==> config.mk <==
export PLATFORM = sky130hd
export DESIGN_NAME = key_conditioner_flat
export DESIGN_NICKNAME = d
export VERILOG_FILES = /design/src/rtl/tetris_key_pkg.sv /design/src/rtl/key_conditioner_if.sv /design/src/rtl/key_channel.sv /design/src/rtl/key_conditioner.sv /design/src/flat_wrapper.sv
export SDC_FILE = /design/constraint.sdc
export NUM_CORES = 1
export LEC_CHECK = 0
export CORE_MARGIN = 8
export CORE_UTILIZATION = 55
export DETAILED_ROUTE_END_ITERATION = 10
export GPL_TIMING_DRIVEN = 0
export PLACE_DENSITY = 0.72
export SYNTH_ARGS = -nofsm -noshare
export SYNTH_HDL_FRONTEND = slang
export SYNTH_SLANG_ARGS = --single-unit
==> constraint.sdc <==
create_clock -name clk -period 3.4 [get_ports clk]
set_clock_uncertainty 0.2 [all_clocks]
set_input_delay 0.34 -clock clk [delete_from_list [all_inputs] [get_ports clk]]
set_output_delay 0.34 -clock clk [all_outputs]
set_load 0.01 [all_outputs]
==> src/rtl/tetris_key_pkg.sv <==
// Shared definitions for the key conditioning front end: key count,
// per-key bit positions in raw_keys, and the auto-repeat state encoding.
package tetris_key_pkg;

    localparam int KEY_NUM   = 6;

    localparam int KEY_LEFT  = 0;
    localparam int KEY_RIGHT = 1;
    localparam int KEY_UP    = 2;
    localparam int KEY_DOWN  = 3;
    localparam int KEY_SPEED = 4;
    localparam int KEY_PAUSE = 5;

    typedef enum logic [1:0] {
        IDLE   = 2'd0,
        DELAY  = 2'd1,
        REPEAT = 2'd2
    } rep_state_t;

endpackage

==> src/rtl/key_conditioner_if.sv <==
// Bundle of the board-facing raw buttons and the game-facing key events.
// The conditioner uses the slave view; whatever drives the buttons uses master.
interface key_conditioner_if;
    import tetris_key_pkg::*;

    logic [KEY_NUM-1:0] raw_keys;
    logic               pressed_left;
    logic               pressed_right;
    logic               pressed_up;
    logic               pressed_down;
    logic               pressed_speed_up_down;
    logic               pressed_pause_or_start;
    logic [KEY_NUM-1:0] key_state;

    modport master (
        output raw_keys,
        input  pressed_left,
        input  pressed_right,
        input  pressed_up,
        input  pressed_down,
        input  pressed_speed_up_down,
        input  pressed_pause_or_start,
        input  key_state
    );

    modport slave (
        input  raw_keys,
        output pressed_left,
        output pressed_right,
        output pressed_up,
        output pressed_down,
        output pressed_speed_up_down,
        output pressed_pause_or_start,
        output key_state
    );

endinterface

==> src/rtl/key_channel.sv <==
// One key: 2-flop synchroniser, counter debouncer and an optional
// auto-repeat FSM. The press pulse is registered on the same edge at which
// the debounced level rises, so the pulse and key_state go high together.
module key_channel
    import tetris_key_pkg::*;
#(
    parameter int DEBOUNCE_CYC     = 1_000_000,
    parameter int REPEAT_DELAY_CYC = 15_000_000,
    parameter int REPEAT_RATE_CYC  = 5_000_000,
    parameter bit REPEAT_EN        = 1'b1
) (
    input  logic clk,
    input  logic rstn,
    input  logic key,      // 1 = pressed, already polarity corrected
    output logic pulse,    // one-cycle press / repeat event
    output logic state     // debounced level
);

    localparam int DW   = $clog2(DEBOUNCE_CYC);
    localparam int RMAX = (REPEAT_DELAY_CYC > REPEAT_RATE_CYC) ? REPEAT_DELAY_CYC
                                                              : REPEAT_RATE_CYC;
    localparam int RW   = $clog2(RMAX);

    logic          s1;
    logic          s2;
    logic          stable;
    logic [DW-1:0] db_cnt;
    logic          accept_rise;

    rep_state_t    rep_state;
    rep_state_t    rep_state_nxt;
    logic [RW-1:0] rep_cnt;
    logic [RW-1:0] rep_cnt_nxt;
    logic          pulse_nxt;

    // Bring the asynchronous button into the clk domain; released level on reset.
    always_ff @(posedge clk or negedge rstn) begin
        if (!rstn) begin
            s1 <= 1'b0;
            s2 <= 1'b0;
        end else begin
            s1 <= key;
            s2 <= s1;
        end
    end

    // Accept a new level only after it has differed from stable for DEBOUNCE_CYC edges.
    always_ff @(posedge clk or negedge rstn) begin
        if (!rstn) begin
            stable <= 1'b0;
            db_cnt <= '0;
        end else if (s2 == stable) begin
            db_cnt <= '0;
        end else if (db_cnt == DW'(DEBOUNCE_CYC - 1)) begin
            stable <= s2;
            db_cnt <= '0;
        end else begin
            db_cnt <= db_cnt + 1'b1;
        end
    end

    // The debouncer is about to accept a 0->1 transition on this edge.
    assign accept_rise = s2 & ~stable & (db_cnt == DW'(DEBOUNCE_CYC - 1));

    // Repeat FSM state, shared repeat counter and registered event output.
    always_ff @(posedge clk or negedge rstn) begin
        if (!rstn) begin
            rep_state <= IDLE;
            rep_cnt   <= '0;
            pulse     <= 1'b0;
        end else begin
            rep_state <= rep_state_nxt;
            rep_cnt   <= rep_cnt_nxt;
            pulse     <= pulse_nxt;
        end
    end

    // Next-state and pulse decision; a released key returns to IDLE without pulsing.
    always_comb begin
        rep_state_nxt = rep_state;
        rep_cnt_nxt   = rep_cnt;
        pulse_nxt     = 1'b0;
        case (rep_state)
            IDLE: begin
                rep_cnt_nxt = '0;
                if (accept_rise) begin
                    pulse_nxt = 1'b1;
                    if (REPEAT_EN) begin
                        rep_state_nxt = DELAY;
                    end
                end
            end
            DELAY: begin
                if (!stable) begin
                    rep_state_nxt = IDLE;
                    rep_cnt_nxt   = '0;
                end else if (rep_cnt == RW'(REPEAT_DELAY_CYC - 1)) begin
                    pulse_nxt     = 1'b1;
                    rep_state_nxt = REPEAT;
                    rep_cnt_nxt   = '0;
                end else begin
                    rep_cnt_nxt   = rep_cnt + 1'b1;
                end
            end
            REPEAT: begin
                if (!stable) begin
                    rep_state_nxt = IDLE;
                    rep_cnt_nxt   = '0;
                end else if (rep_cnt == RW'(REPEAT_RATE_CYC - 1)) begin
                    pulse_nxt     = 1'b1;
                    rep_cnt_nxt   = '0;
                end else begin
                    rep_cnt_nxt   = rep_cnt + 1'b1;
                end
            end
            default: begin
                rep_state_nxt = IDLE;
                rep_cnt_nxt   = '0;
            end
        endcase
    end

    assign state = stable;

endmodule

==> src/rtl/key_conditioner.sv <==
// Front end for the game core: turns the six raw board buttons into
// debounced levels and single-cycle press / auto-repeat events.
module key_conditioner
    import tetris_key_pkg::*;
#(
    parameter int                 DEBOUNCE_CYC     = 1_000_000,
    parameter int                 REPEAT_DELAY_CYC = 15_000_000,
    parameter int                 REPEAT_RATE_CYC  = 5_000_000,
    parameter logic [KEY_NUM-1:0] REPEAT_MASK      = 6'b001011,
    parameter bit                 KEY_ACTIVE_LOW   = 1'b1
) (
    input  logic             clk,
    input  logic             rstn,
    key_conditioner_if.slave keys
);

    logic [KEY_NUM-1:0] level;
    logic [KEY_NUM-1:0] pulse_vec;
    logic [KEY_NUM-1:0] stable_vec;

    // Internal convention everywhere downstream: 1 = pressed.
    assign level = keys.raw_keys ^ {KEY_NUM{KEY_ACTIVE_LOW}};

    for (genvar i = 0; i < KEY_NUM; i++) begin : g_chan
        key_channel #(
            .DEBOUNCE_CYC     (DEBOUNCE_CYC),
            .REPEAT_DELAY_CYC (REPEAT_DELAY_CYC),
            .REPEAT_RATE_CYC  (REPEAT_RATE_CYC),
            .REPEAT_EN        (REPEAT_MASK[i])
        ) u_chan (
            .clk   (clk),
            .rstn  (rstn),
            .key   (level[i]),
            .pulse (pulse_vec[i]),
            .state (stable_vec[i])
        );
    end

    assign keys.pressed_left           = pulse_vec[KEY_LEFT];
    assign keys.pressed_right          = pulse_vec[KEY_RIGHT];
    assign keys.pressed_up             = pulse_vec[KEY_UP];
    assign keys.pressed_down           = pulse_vec[KEY_DOWN];
    assign keys.pressed_speed_up_down  = pulse_vec[KEY_SPEED];
    assign keys.pressed_pause_or_start = pulse_vec[KEY_PAUSE];
    assign keys.key_state              = stable_vec;

endmodule

==> src/flat_wrapper.sv <==
// flat-port wrapper written by rule: the top's interface ports become plain ports
module key_conditioner_flat import tetris_key_pkg::*;
#(
    parameter int                 DEBOUNCE_CYC     = 1_000_000,
    parameter int                 REPEAT_DELAY_CYC = 15_000_000,
    parameter int                 REPEAT_RATE_CYC  = 5_000_000,
    parameter logic [KEY_NUM-1:0] REPEAT_MASK      = 6'b001011,
    parameter bit                 KEY_ACTIVE_LOW   = 1'b1
)
  (clk, rstn, keys_raw_keys, keys_pressed_left, keys_pressed_right, keys_pressed_up, keys_pressed_down, keys_pressed_speed_up_down, keys_pressed_pause_or_start, keys_key_state);
  key_conditioner_if keys_i ();
  input  logic clk;
  input  logic rstn;
  input wire logic [$bits(keys_i.raw_keys)-1:0] keys_raw_keys;
  output wire logic [$bits(keys_i.pressed_left)-1:0] keys_pressed_left;
  output wire logic [$bits(keys_i.pressed_right)-1:0] keys_pressed_right;
  output wire logic [$bits(keys_i.pressed_up)-1:0] keys_pressed_up;
  output wire logic [$bits(keys_i.pressed_down)-1:0] keys_pressed_down;
  output wire logic [$bits(keys_i.pressed_speed_up_down)-1:0] keys_pressed_speed_up_down;
  output wire logic [$bits(keys_i.pressed_pause_or_start)-1:0] keys_pressed_pause_or_start;
  output wire logic [$bits(keys_i.key_state)-1:0] keys_key_state;
  assign keys_i.raw_keys = keys_raw_keys;
  assign keys_pressed_left = keys_i.pressed_left;
  assign keys_pressed_right = keys_i.pressed_right;
  assign keys_pressed_up = keys_i.pressed_up;
  assign keys_pressed_down = keys_i.pressed_down;
  assign keys_pressed_speed_up_down = keys_i.pressed_speed_up_down;
  assign keys_pressed_pause_or_start = keys_i.pressed_pause_or_start;
  assign keys_key_state = keys_i.key_state;
  key_conditioner #(.DEBOUNCE_CYC(DEBOUNCE_CYC), .REPEAT_DELAY_CYC(REPEAT_DELAY_CYC), .REPEAT_RATE_CYC(REPEAT_RATE_CYC), .REPEAT_MASK(REPEAT_MASK), .KEY_ACTIVE_LOW(KEY_ACTIVE_LOW)) u_core (.clk(clk), .rstn(rstn), .keys(keys_i));
endmodule
==> flow_summary.yaml, run 1 <==
setup_path:
  crit_path_end_kind: "flip-flop"
  worstReg2RegEnd: "u_core.g_chan[4].u_chan.db_cnt[11]"
  cp.required_ns: 3.57
  rr_worst_depth: 7
  slowest_delay_ns: 0.51
  arrival_ns: 2.99
  r2r_slack_ns: 0.58
  critPathBufInv: 2
  crit_slowest_cell: "nor4_1"
  crit_path_cell_trace: "nor4_1 -> nand4_1 -> nor4_1 -> or2_2 -> clkbuf_1 -> clkbuf_1 -> nor2_1"
  crit_type: "flip-flop to flip-flop"
  crit_fanout: 10
  cp_top_family: "simple AND/OR/NAND/NOR gates"
  path_depth: 7
  rr_startpoint: "u_core.g_chan[4].u_chan.db_cnt[12]"
  cp-start-kind: "flip-flop"
routing:
  drt_iter0_markers: 429
  ant_nets: 0
  vias_per_cell: 5.333
  dr.pass1.iters: 5
  vias: 7712
  drc: 0
  wire_per_inst_um: 13.54
  routed_wl_um: 19580
placed_design:
  io_buffers: 19
  gp_congestion: 0.8317
  dpl.cell_count: 1401
  hpwl_um: 13190
  post_dp_cell_area_sq_mm: 0.01149
power_and_ir_drop:
  seqPwrFrac: 0.485
  clkPwrFrac: 0.491
  p_sw_frac: 0.2088
  p_per_area_mw_per_mm2: 449.3
  power_frac_comb: 0.024
  power_mw: 5.545
  p_sw_mw: 1.158
  ir_worst_vdd_uv: 736.0
  power.leakage_nw: 5.115
  p_int_mw: 4.387
layout:
  final_common_cell: "nor2_1"
  multi_input_area_sq_mm: 0.005021
  num-nets-final: 1199
  final_cell_mix: "nor2_1 (234), dfrtp_1 (222), xnor2_1 (98)"
  diodes: 0
  fin_cells: 1446
  syn_to_final_growth_pct: 13.12
  finalInstanceArea_sq_mm: 0.01234
  regArea_sq_mm: 0.005555
  drive_gt1_frac: 0.05758
  n_fill_cell: 1628
  final_core_util: 0.6341
clock_tree:
  clk_pin_slew_ns: 0.06
  insertion_delay_ns: 0.51
  tritoncts: "yes"
  numClockSinks: 222
  htree_num_levels: 1
  cts_made_buffers: 25
  cts_root_buf: "clkbuf_16"
  post-cts-setup-buffer-count: 0
  clockBufferDepth: 3
  cts_resized: 0
  holdBufCountCts: 1
hold_path:
  min_from: "keys_raw_keys[0]"
  worstHoldPathType: "primary input to flip-flop"
  hold_end: "u_core.g_chan[0].u_chan.s1"
  hold_depth: 2
timing:
  slew_violations: 0
  setup_viol_count_final: 0
  rsz0062_at_grt: "no"
  slew_headroom: 0.4872
  setup_tns_ns: 0
  fin_crit_sh: 0.8300
  max_freq_mhz: 354.4
  tightest_slew_ns: 0.7676
  min_period_ns: 2.822
  hold_viol_final: 0
yosys:
  ys_warn_count: 0
  ys_seq_area_frac: 0.5092
  ys_types: 49
  syn_avg_cell_area_sq_um: 9.784
  synth_edf_count: 0
  synth_flop_cell: "dfrtp_1"
  synth-seq-cells: 222
  syn_inst: 1115
  async_reset_ff_frac: 1.000
  syn_area_sq_mm: 0.01091
  synth_fp_nets: 1150
floorplan:
  die_area_sq_mm: 0.02460
  core_sq_mm: 0.01946
  initial_core_util: 0.5605
  rows: 51
  die_w_um: 156.8
  fp.dieH_um: 156.8
  ioPinCount: 20
global_routing:
  antenna_found_initial: 0
  met3_usage: 0.02896
  grt.busiest_layer: "met2"
  grt_pass1_wl_um: 35240
  grt_start_max_net_pins: 91
  gr-usage-met2: 0.2829
  track_usage: 0.1686
  met1_usage: 0.2229
  grt_overflow_total: 0
  first_global_vias: 7763
run:
  max_cap_viol_count: 0
run_status:
  status: "finished, final reports clean"
## power groups by stage
| stage | Sequential [mW] | Clock [mW] | Combinational, mW |
|---|---|---|---|
| final | 2.69 | 2.72 | 0.133 |
| after global routing | 2.69 | 2.92 | 0.160 |
| after CTS | 2.69 | 2.80 | 0.140 |
| after detailed placement | 2.74 | 0 | 0.138 |
| after global placement | 2.74 | 0 | 0.127 |
| after floorplan | 2.73 | 0 | 0.0541 |
## synth_stat cells, types with 2 or more instances
| cell | n | area [sq um] |
|---|---|---|
| nor2_1 | 234 | 878.3 |
| dfrtp_1 | 222 | 5555 |
| xnor2_1 | 98 | 858.3 |
| nand3_1 | 81 | 405.4 |
| xor2_1 | 74 | 648.1 |
| nand2_1 | 58 | 217.7 |
| inv_1 | 49 | 183.9 |
| nand4_1 | 34 | 212.7 |
| nor3_1 | 34 | 170.2 |
| and3_1 | 30 | 187.7 |
| ha_1 | 27 | 337.8 |
| clkbuf_1 | 19 | 71.32 |
| nor4_1 | 19 | 118.9 |
| and4_1 | 16 | 140.1 |
| and2_1 | 11 | 68.82 |
| nor4b_1 | 10 | 87.58 |
| a21oi_1 | 8 | 40.04 |
| o21ai_0 | 8 | 40.04 |
| buf_4 | 6 | 45.04 |
| mux2_2 | 6 | 67.56 |
| nand2b_1 | 6 | 37.54 |
| nor2b_1 | 6 | 37.54 |
| nor3b_1 | 6 | 45.04 |
| nand4b_1 | 5 | 43.79 |
| or3_1 | 5 | 31.28 |
| nor4bb_1 | 4 | 40.04 |
| or2_2 | 4 | 25.02 |
| and4b_1 | 3 | 30.03 |
| o211a_1 | 3 | 30.03 |
| o21bai_1 | 3 | 22.52 |
| o31a_1 | 3 | 26.28 |
| a31oi_1 | 2 | 12.51 |
| buf_2 | 2 | 10.01 |
| buf_6 | 2 | 22.52 |
| o32ai_1 | 2 | 17.52 |
| or4_1 | 2 | 15.01 |
## state kept, by name, indices dropped and copies added, names as in the netlist
signal and cells:
u_core.g_chan.u_chan.rep_state 6, u_core.g_chan.u_chan.pulse 6, u_core.g_chan.u_chan.db_cnt 120, u_core.g_chan.u_chan.state 6, u_core.g_chan.u_chan.rep_cnt 72, u_core.g_chan.u_chan.s1 6
u_core.g_chan.u_chan.s2 6
## area by class of cell
cell class	count	share of cell area
buffer	29	0.01207
clock buffer	33	0.05718
clock inverter	11	0.01085
inverter	49	0.01490
multi-input combinational	815	0.4069
sequential	222	0.4502
tap	265	0.02687
timing repair buffer	22	0.02109
## per-stage QoR
step                      worst slack [ns]  hold WS [ns]
final                               0.5780        0.1056
after detailed placement            0.5775       0.07727
after global routing                0.3339       0.08512
after CTS                           0.5669       0.07955
after global placement              -7.519        0.1340
after floorplan                      1.041       -0.1556
## logic make-up (layout without fill, tap and decap cells)
group / count (synthesis) / count (layout) / share of synthesized area
flip-flops: 222 / 222 / 0.5092
multiplexers: 7 / 7 / 0.007111
AO/OA/AOI/OAI: 36 / 36 / 0.02351
AND/OR/NAND/NOR: 573 / 573 / 0.2606
buffers and inverters: 78 / 144 / 0.03051
XOR/XNOR: 172 / 172 / 0.1381
adder cells (fa/ha/maj): 27 / 27 / 0.03097
## how the worst max path moves through the flow
stage                                         from                                  end  slack [ns]
6_report        u_core.g_chan[4].u_chan.db_cnt[12]   u_core.g_chan[4].u_chan.db_cnt[11]        0.58
5_1_grt         u_core.g_chan[4].u_chan.db_cnt[12]   u_core.g_chan[4].u_chan.db_cnt[11]        0.33
4_1_cts         u_core.g_chan[4].u_chan.db_cnt[12]   u_core.g_chan[4].u_chan.db_cnt[11]        0.57
3_5_place_dp    u_core.g_chan[4].u_chan.db_cnt[12]   u_core.g_chan[4].u_chan.db_cnt[11]        0.58
3_3_place_gp                                  rstn   u_core.g_chan[0].u_chan.db_cnt[17]       -7.52
2_1_floorplan  u_core.g_chan[0].u_chan.rep_cnt[20]  u_core.g_chan[0].u_chan.rep_cnt[12]        1.04
## worst reg2reg max path: cells and delay by family (launching register included)
kind	cells	cell delay, ns
and+or+nand+nor	5	1.28
buffers and inverters	2	0.80
DFF	1	0.41
## routing by layer
metal / part of all wire / wire [um]
met1: 0.47 / 9267
met2: 0.47 / 9236
met3: 0.035 / 694
met4: 0.020 / 384
met5: 0 / 0
Power figures use the tool's default switching activity.
==> run 2: changes to the inputs <==
clock period = 2.81 ns   (was 3.4 ns; I/O delays follow)
==> run 2 against run 1 <==
Core utilization up 0.13 points. Non-clock buffer count unchanged. Fmax up 7.9%. Critical path depth unchanged. Flip-flop and latch count unchanged. First-iteration DRC count down 6.3%. Sequential share of layout area down 0.091 points. Worst setup slack worse by 0.38 ns. Register-to-register slack worse by 0.38 ns. Clock power up 21%. Worst hold slack worse by 0.059 ns.
==> flow_summary.yaml, run 2 (synthesized netlist as in run 1, its figures left out) <==
run_status:
  status: "finished, final reports clean"
global_routing:
  antenna_found_initial: 0
  grt_start_max_net_pins: 91
  first_global_vias: 7766
  track_usage: 0.1687
  grt_pass1_wl_um: 35270
  grt_overflow_total: 0
routing:
  routed_wl_um: 19690
  drc: 0
  dr.pass1.iters: 5
  drt_iter0_markers: 402
  vias_per_cell: 5.340
  ant_nets: 0
  vias: 7721
  wire_per_inst_um: 13.61
power_and_ir_drop:
  p_sw_mw: 1.407
  power_frac_comb: 0.024
  clkPwrFrac: 0.492
  p_per_area_mw_per_mm2: 543.1
  seqPwrFrac: 0.484
  ir_worst_vdd_uv: 893.6
  power.leakage_nw: 5.131
  p_int_mw: 5.309
  p_sw_frac: 0.2095
timing:
  rsz0062_at_grt: "no"
  setup_ws_ns: 0.1954
  slew_violations: 0
  slew_headroom: 0.4872
  setup_viol_count_final: 0
  tightest_slew_ns: 0.7676
  hold_ws_ns: 0.04623
  min_period_ns: 2.615
  hold_viol_final: 0
  max_freq_mhz: 382.5
  fin_crit_sh: 0.9305
placed_design:
  hpwl_um: 13190
  gp_congestion: 0.8317
  dpl.cell_count: 1401
  preCtsSetupSlack_ns: -0.01253
  io_buffers: 19
setup_path:
  cp_top_family: "compound AO/OA/AOI/OAI gates"
  cp.required_ns: 2.99
  slowest_delay_ns: 0.42
  crit_path_cell_trace: "and4_1 -> clkbuf_1 -> nand4_1 -> o31a_1 -> o21ai_1 -> clkbuf_1 -> nor2_1"
  crit_fanout: 10
  crit_slowest_cell: "o21ai_1"
  crit_path_end_kind: "flip-flop"
  cp-start-kind: "flip-flop"
  critPathBufInv: 2
  cp_common_cell: "clkbuf_1"
  arrival_ns: 2.79
  crit_type: "flip-flop to flip-flop"
layout:
  final_common_cell: "nor2_1"
  regMostFlops: "u_core.g_chan.u_chan.db_cnt"
  diodes: 0
  multi_input_area_sq_mm: 0.005040
  final_core_util: 0.6354
  largest_registers: "u_core.g_chan.u_chan.db_cnt: 120 flops, u_core.g_chan.u_chan.rep_cnt: 72 flops"
  num-nets-final: 1199
  largest_register_ffs: 120
  drive_gt1_frac: 0.06435
  fin_cells: 1446
  final_cell_mix: "nor2_1 (234), dfrtp_1 (222), xnor2_1 (98)"
  n_fill_cell: 1631
  syn_to_final_growth_pct: 13.35
  regArea_sq_mm: 0.005555
floorplan:
  fp.dieH_um: 156.8
  ioPinCount: 20
  rows: 51
  die_w_um: 156.8
  die_area_sq_mm: 0.02460
  initial_core_util: 0.5605
  core_sq_mm: 0.01946
clock_tree:
  htree_num_levels: 1
  clk_pin_slew_ns: 0.06
  numClockSinks: 222
  cts_made_buffers: 25
  insertion_delay_ns: 0.51
  post-cts-setup-buffer-count: 0
  cts_root_buf: "clkbuf_16"
  clockBufferDepth: 3
  tritoncts: "yes"
hold_path:
  worstHoldPathType: "primary input to flip-flop"
run:
  max_cap_viol_count: 0
run 2: cell types whose count changed in the layout (fill, tap and decap cells not counted):
cell      change
nor4_2        +2
clkbuf_2      +5
nor4b_1       -1
nor4_1        -2
nor4b_2       +1
clkbuf_1      -5
run 2: power by group through the flow:
stage / combinational [mW] / clock [mW] / sequential, mW
after CTS: 0.170 / 3.39 / 3.25
after global routing: 0.194 / 3.53 / 3.25
after detailed placement: 0.167 / 0 / 3.31
after global placement: 0.154 / 0 / 3.31
after floorplan: 0.0655 / 0 / 3.30
final: 0.162 / 3.30 / 3.25
run 2: worst paths after layout:
kind / startpoint / end / slack (ns) / cells after the start
setup reg to reg: u_core.g_chan[1].u_chan.rep_cnt[2] / u_core.g_chan[1].u_chan.rep_cnt[21] / 0.20 / 7
hold / removal: keys_raw_keys[0] / u_core.g_chan[0].u_chan.s1 / 0.05 / 2
max in group asynchronous: rstn / u_core.g_chan[0].u_chan.db_cnt[3] / 1.23 / 4
min in group asynchronous: rstn / u_core.g_chan[1].u_chan.db_cnt[3] / 0.06 / 2
setup / recovery: u_core.g_chan[1].u_chan.rep_cnt[2] / u_core.g_chan[1].u_chan.rep_cnt[21] / 0.20 / 7
hold reg to reg: u_core.g_chan[4].u_chan.s1 / u_core.g_chan[4].u_chan.s2 / 0.15 / 0
run 2: area by class of cell:
class | count | area share
Timing Repair Buffer | 22 | 0.02105
Multi-Input combinational cell | 815 | 0.4076
Clock inverter | 11 | 0.01083
Buffer | 29 | 0.01255
Tap cell | 265 | 0.02681
Clock buffer | 33 | 0.05707
Sequential cell | 222 | 0.4493
Inverter | 49 | 0.01487
run 2: timing repair:
action                                 in CTS  in global routing
hold buffers                                1                  0
endpoints found under the hold margin     132                  0
setup endpoints to repair                  11                 57
gates cloned                                0                  0
gates resized for setup                     2                 10
run 2: metal layers:
layer	share of wire	track usage
met1	0.47	0.2226
met2	0.47	0.2837
met3	0.034	0.02896
met4	0.020	0.04256
met5	0	0
run 2: metrics by stage:
stage	area (sq um)	power, mW	setup TNS (ns)
2_1_floorplan	10910	3.370	0
3_3_place_gp	11430	3.465	-1783.48
3_5_place_dp	11490	3.477	-0.01817
4_1_cts	12350	6.807	0
5_1_grt	12370	6.974	0
6_report	12370	6.716	0
==> run 3: changes to the inputs <==
RECOVER_POWER = 25   (was default)
==> run 3 against run 2 <==
Sequential share of layout area about the same. Sequential power is essentially flat. Final cell count is the same. Clock power about the same. Global-route usage unchanged. Critical endpoint unchanged. Largest power group unchanged. Highest routed layer unchanged.
==> flow_summary.yaml, run 3 (synthesized netlist as in run 1, its figures left out) <==
clock_tree:
  numClockSinks: 222
  clockBufferDepth: 3
  insertion_delay_ns: 0.51
  post-cts-setup-buffer-count: 0
  cts_made_buffers: 25
  htree_num_levels: 1
  clk_pin_slew_ns: 0.06
  cts_root_buf: "clkbuf_16"
  tritoncts: "yes"
setup_path:
  crit_type: "flip-flop to flip-flop"
  r2r_slack_ns: 0.20
  crit_path_end_kind: "flip-flop"
  arrival_ns: 2.79
  cp_common_cell: "clkbuf_1"
  rr_startpoint: "u_core.g_chan[1].u_chan.rep_cnt[2]"
  worstReg2RegEnd: "u_core.g_chan[1].u_chan.rep_cnt[21]"
  crit_path_cell_trace: "and4_1 -> clkbuf_1 -> nand4_1 -> o31a_1 -> o21ai_1 -> clkbuf_1 -> nor2_1"
  slowest_delay_ns: 0.42
  rr_worst_depth: 7
  crit_slowest_cell: "o21ai_1"
  cp.required_ns: 2.99
  cp-start-kind: "flip-flop"
  crit_fanout: 10
power_and_ir_drop:
  p_int_mw: 5.306
  ir_worst_vdd_uv: 893.6
  seqPwrFrac: 0.484
  power_frac_comb: 0.024
  p_sw_frac: 0.2096
  power.leakage_nw: 5.129
  p_per_area_mw_per_mm2: 543.3
  power_mw: 6.713
  clkPwrFrac: 0.492
  p_sw_mw: 1.407
run_status:
  status: "finished, final reports clean"
global_routing:
  antenna_found_initial: 0
  grt_start_max_net_pins: 91
  grt_pass1_wl_um: 35270
  grt_overflow_total: 0
  track_usage: 0.1687
  first_global_vias: 7766
routing:
  wire_per_inst_um: 13.61
  routed_wl_um: 19680
  vias: 7722
  dr.pass1.iters: 5
  ant_nets: 0
  drc: 0
  drt_iter0_markers: 402
  vias_per_cell: 5.340
floorplan:
  core_sq_mm: 0.01946
  initial_core_util: 0.5605
  rows: 51
  die_area_sq_mm: 0.02460
  fp.dieH_um: 156.8
  ioPinCount: 20
  die_w_um: 156.8
placed_design:
  io_buffers: 19
  gp_congestion: 0.8317
  preCtsSetupSlack_ns: -0.01253
  hpwl_um: 13190
timing:
  hold_viol_final: 0
  tightest_slew_ns: 1.326
  slew_violations: 0
  setup_ws_ns: 0.1954
  fin_crit_sh: 0.9305
  slew_headroom: 0.1158
  rsz0062_at_grt: "no"
  max_freq_mhz: 382.5
  setup_viol_count_final: 0
  min_period_ns: 2.615
layout:
  final_common_cell: "nor2_1"
  diodes: 0
  num-nets-final: 1199
  multi_input_area_sq_mm: 0.005040
  regMostFlops: "u_core.g_chan.u_chan.db_cnt"
  n_fill_cell: 1632
  drive_gt1_frac: 0.06435
  syn_to_final_growth_pct: 13.26
  largest_registers: "u_core.g_chan.u_chan.db_cnt: 120 flops, u_core.g_chan.u_chan.rep_cnt: 72 flops"
  regArea_sq_mm: 0.005555
  final_core_util: 0.6348
  largest_register_ffs: 120
  final_cell_mix: "nor2_1 (234), dfrtp_1 (222), xnor2_1 (98)"
run:
  max_cap_viol_count: 0
hold_path:
  worstHoldPathType: "flip-flop to flip-flop"
  hold_depth: 0
  hold_end: "u_core.g_chan[4].u_chan.s2"
  min_from: "u_core.g_chan[4].u_chan.s1"
[run 3: area by class of cell]
class / count / share of cell area
sequential: 222 / 0.4496
multi-input combinational: 815 / 0.4079
clock buffer: 33 / 0.05711
tap: 265 / 0.02684
timing repair buffer: 22 / 0.02025
inverter: 49 / 0.01489
buffer: 29 / 0.01256
clock inverter: 11 / 0.01084
[run 3: worst max path at each step]
stage                                                    from                                  end  slack (ns)
final                      u_core.g_chan[1].u_chan.rep_cnt[2]  u_core.g_chan[1].u_chan.rep_cnt[21]        0.20
after global routing       u_core.g_chan[1].u_chan.rep_cnt[2]  u_core.g_chan[1].u_chan.rep_cnt[17]        0.03
after CTS                  u_core.g_chan[1].u_chan.rep_cnt[2]  u_core.g_chan[1].u_chan.rep_cnt[11]        0.11
after detailed placement   u_core.g_chan[4].u_chan.db_cnt[12]   u_core.g_chan[4].u_chan.db_cnt[11]       -0.01
after global placement                                   rstn   u_core.g_chan[0].u_chan.db_cnt[17]       -8.05
after floorplan           u_core.g_chan[0].u_chan.rep_cnt[20]  u_core.g_chan[0].u_chan.rep_cnt[12]        0.45
[run 3: timing repair]
action	4_1_cts	5_1_grt
setup endpoints to repair	11	57
hold buffers	1	0
gates resized for setup	2	10
hold endpoints to repair	132	0
[run 3: per-stage QoR]
step | std cells | cell area (sq um) | hold WS (ns) | setup TNS (ns)
2_1_floorplan | 1115 | 10910 | -0.2146 | 0
3_3_place_gp | 1399 | 11430 | 0.1340 | -1783.48
3_5_place_dp | 1401 | 11490 | 0.01827 | -0.01817
4_1_cts | 1446 | 12350 | 0.02055 | 0
5_1_grt | 1446 | 12360 | 0.1402 | 0
6_report | 1446 | 12360 | 0.1502 | 0
[run 3: power by group through the flow]
stage	Combinational (mW)	Sequential [mW]	Clock, mW
global route	0.190	3.25	3.53
global placement	0.154	3.31	0
finish	0.158	3.25	3.30
CTS	0.170	3.25	3.39
detailed placement	0.167	3.31	0
floorplan	0.0655	3.30	0
[run 3: per-layer routing]
metal | global-route usage | up-vias | wire length (um)
li1 | - | 3856 | -
met1 | 0.2226 | 3725 | 9287
met2 | 0.2837 | 107 | 9321
met3 | 0.02896 | 34 | 683
met4 | 0.04256 | 0 | 384
met5 | 0 | - | 0
[run 3: worst max-delay path, delay by kind of cell (launching register included)]
family,cells,cell delay (ns)
buffers and inverters,2,0.63
flip-flops,1,0.41
AND/OR/NAND/NOR,3,0.51
AO/OA/AOI/OAI,2,0.74
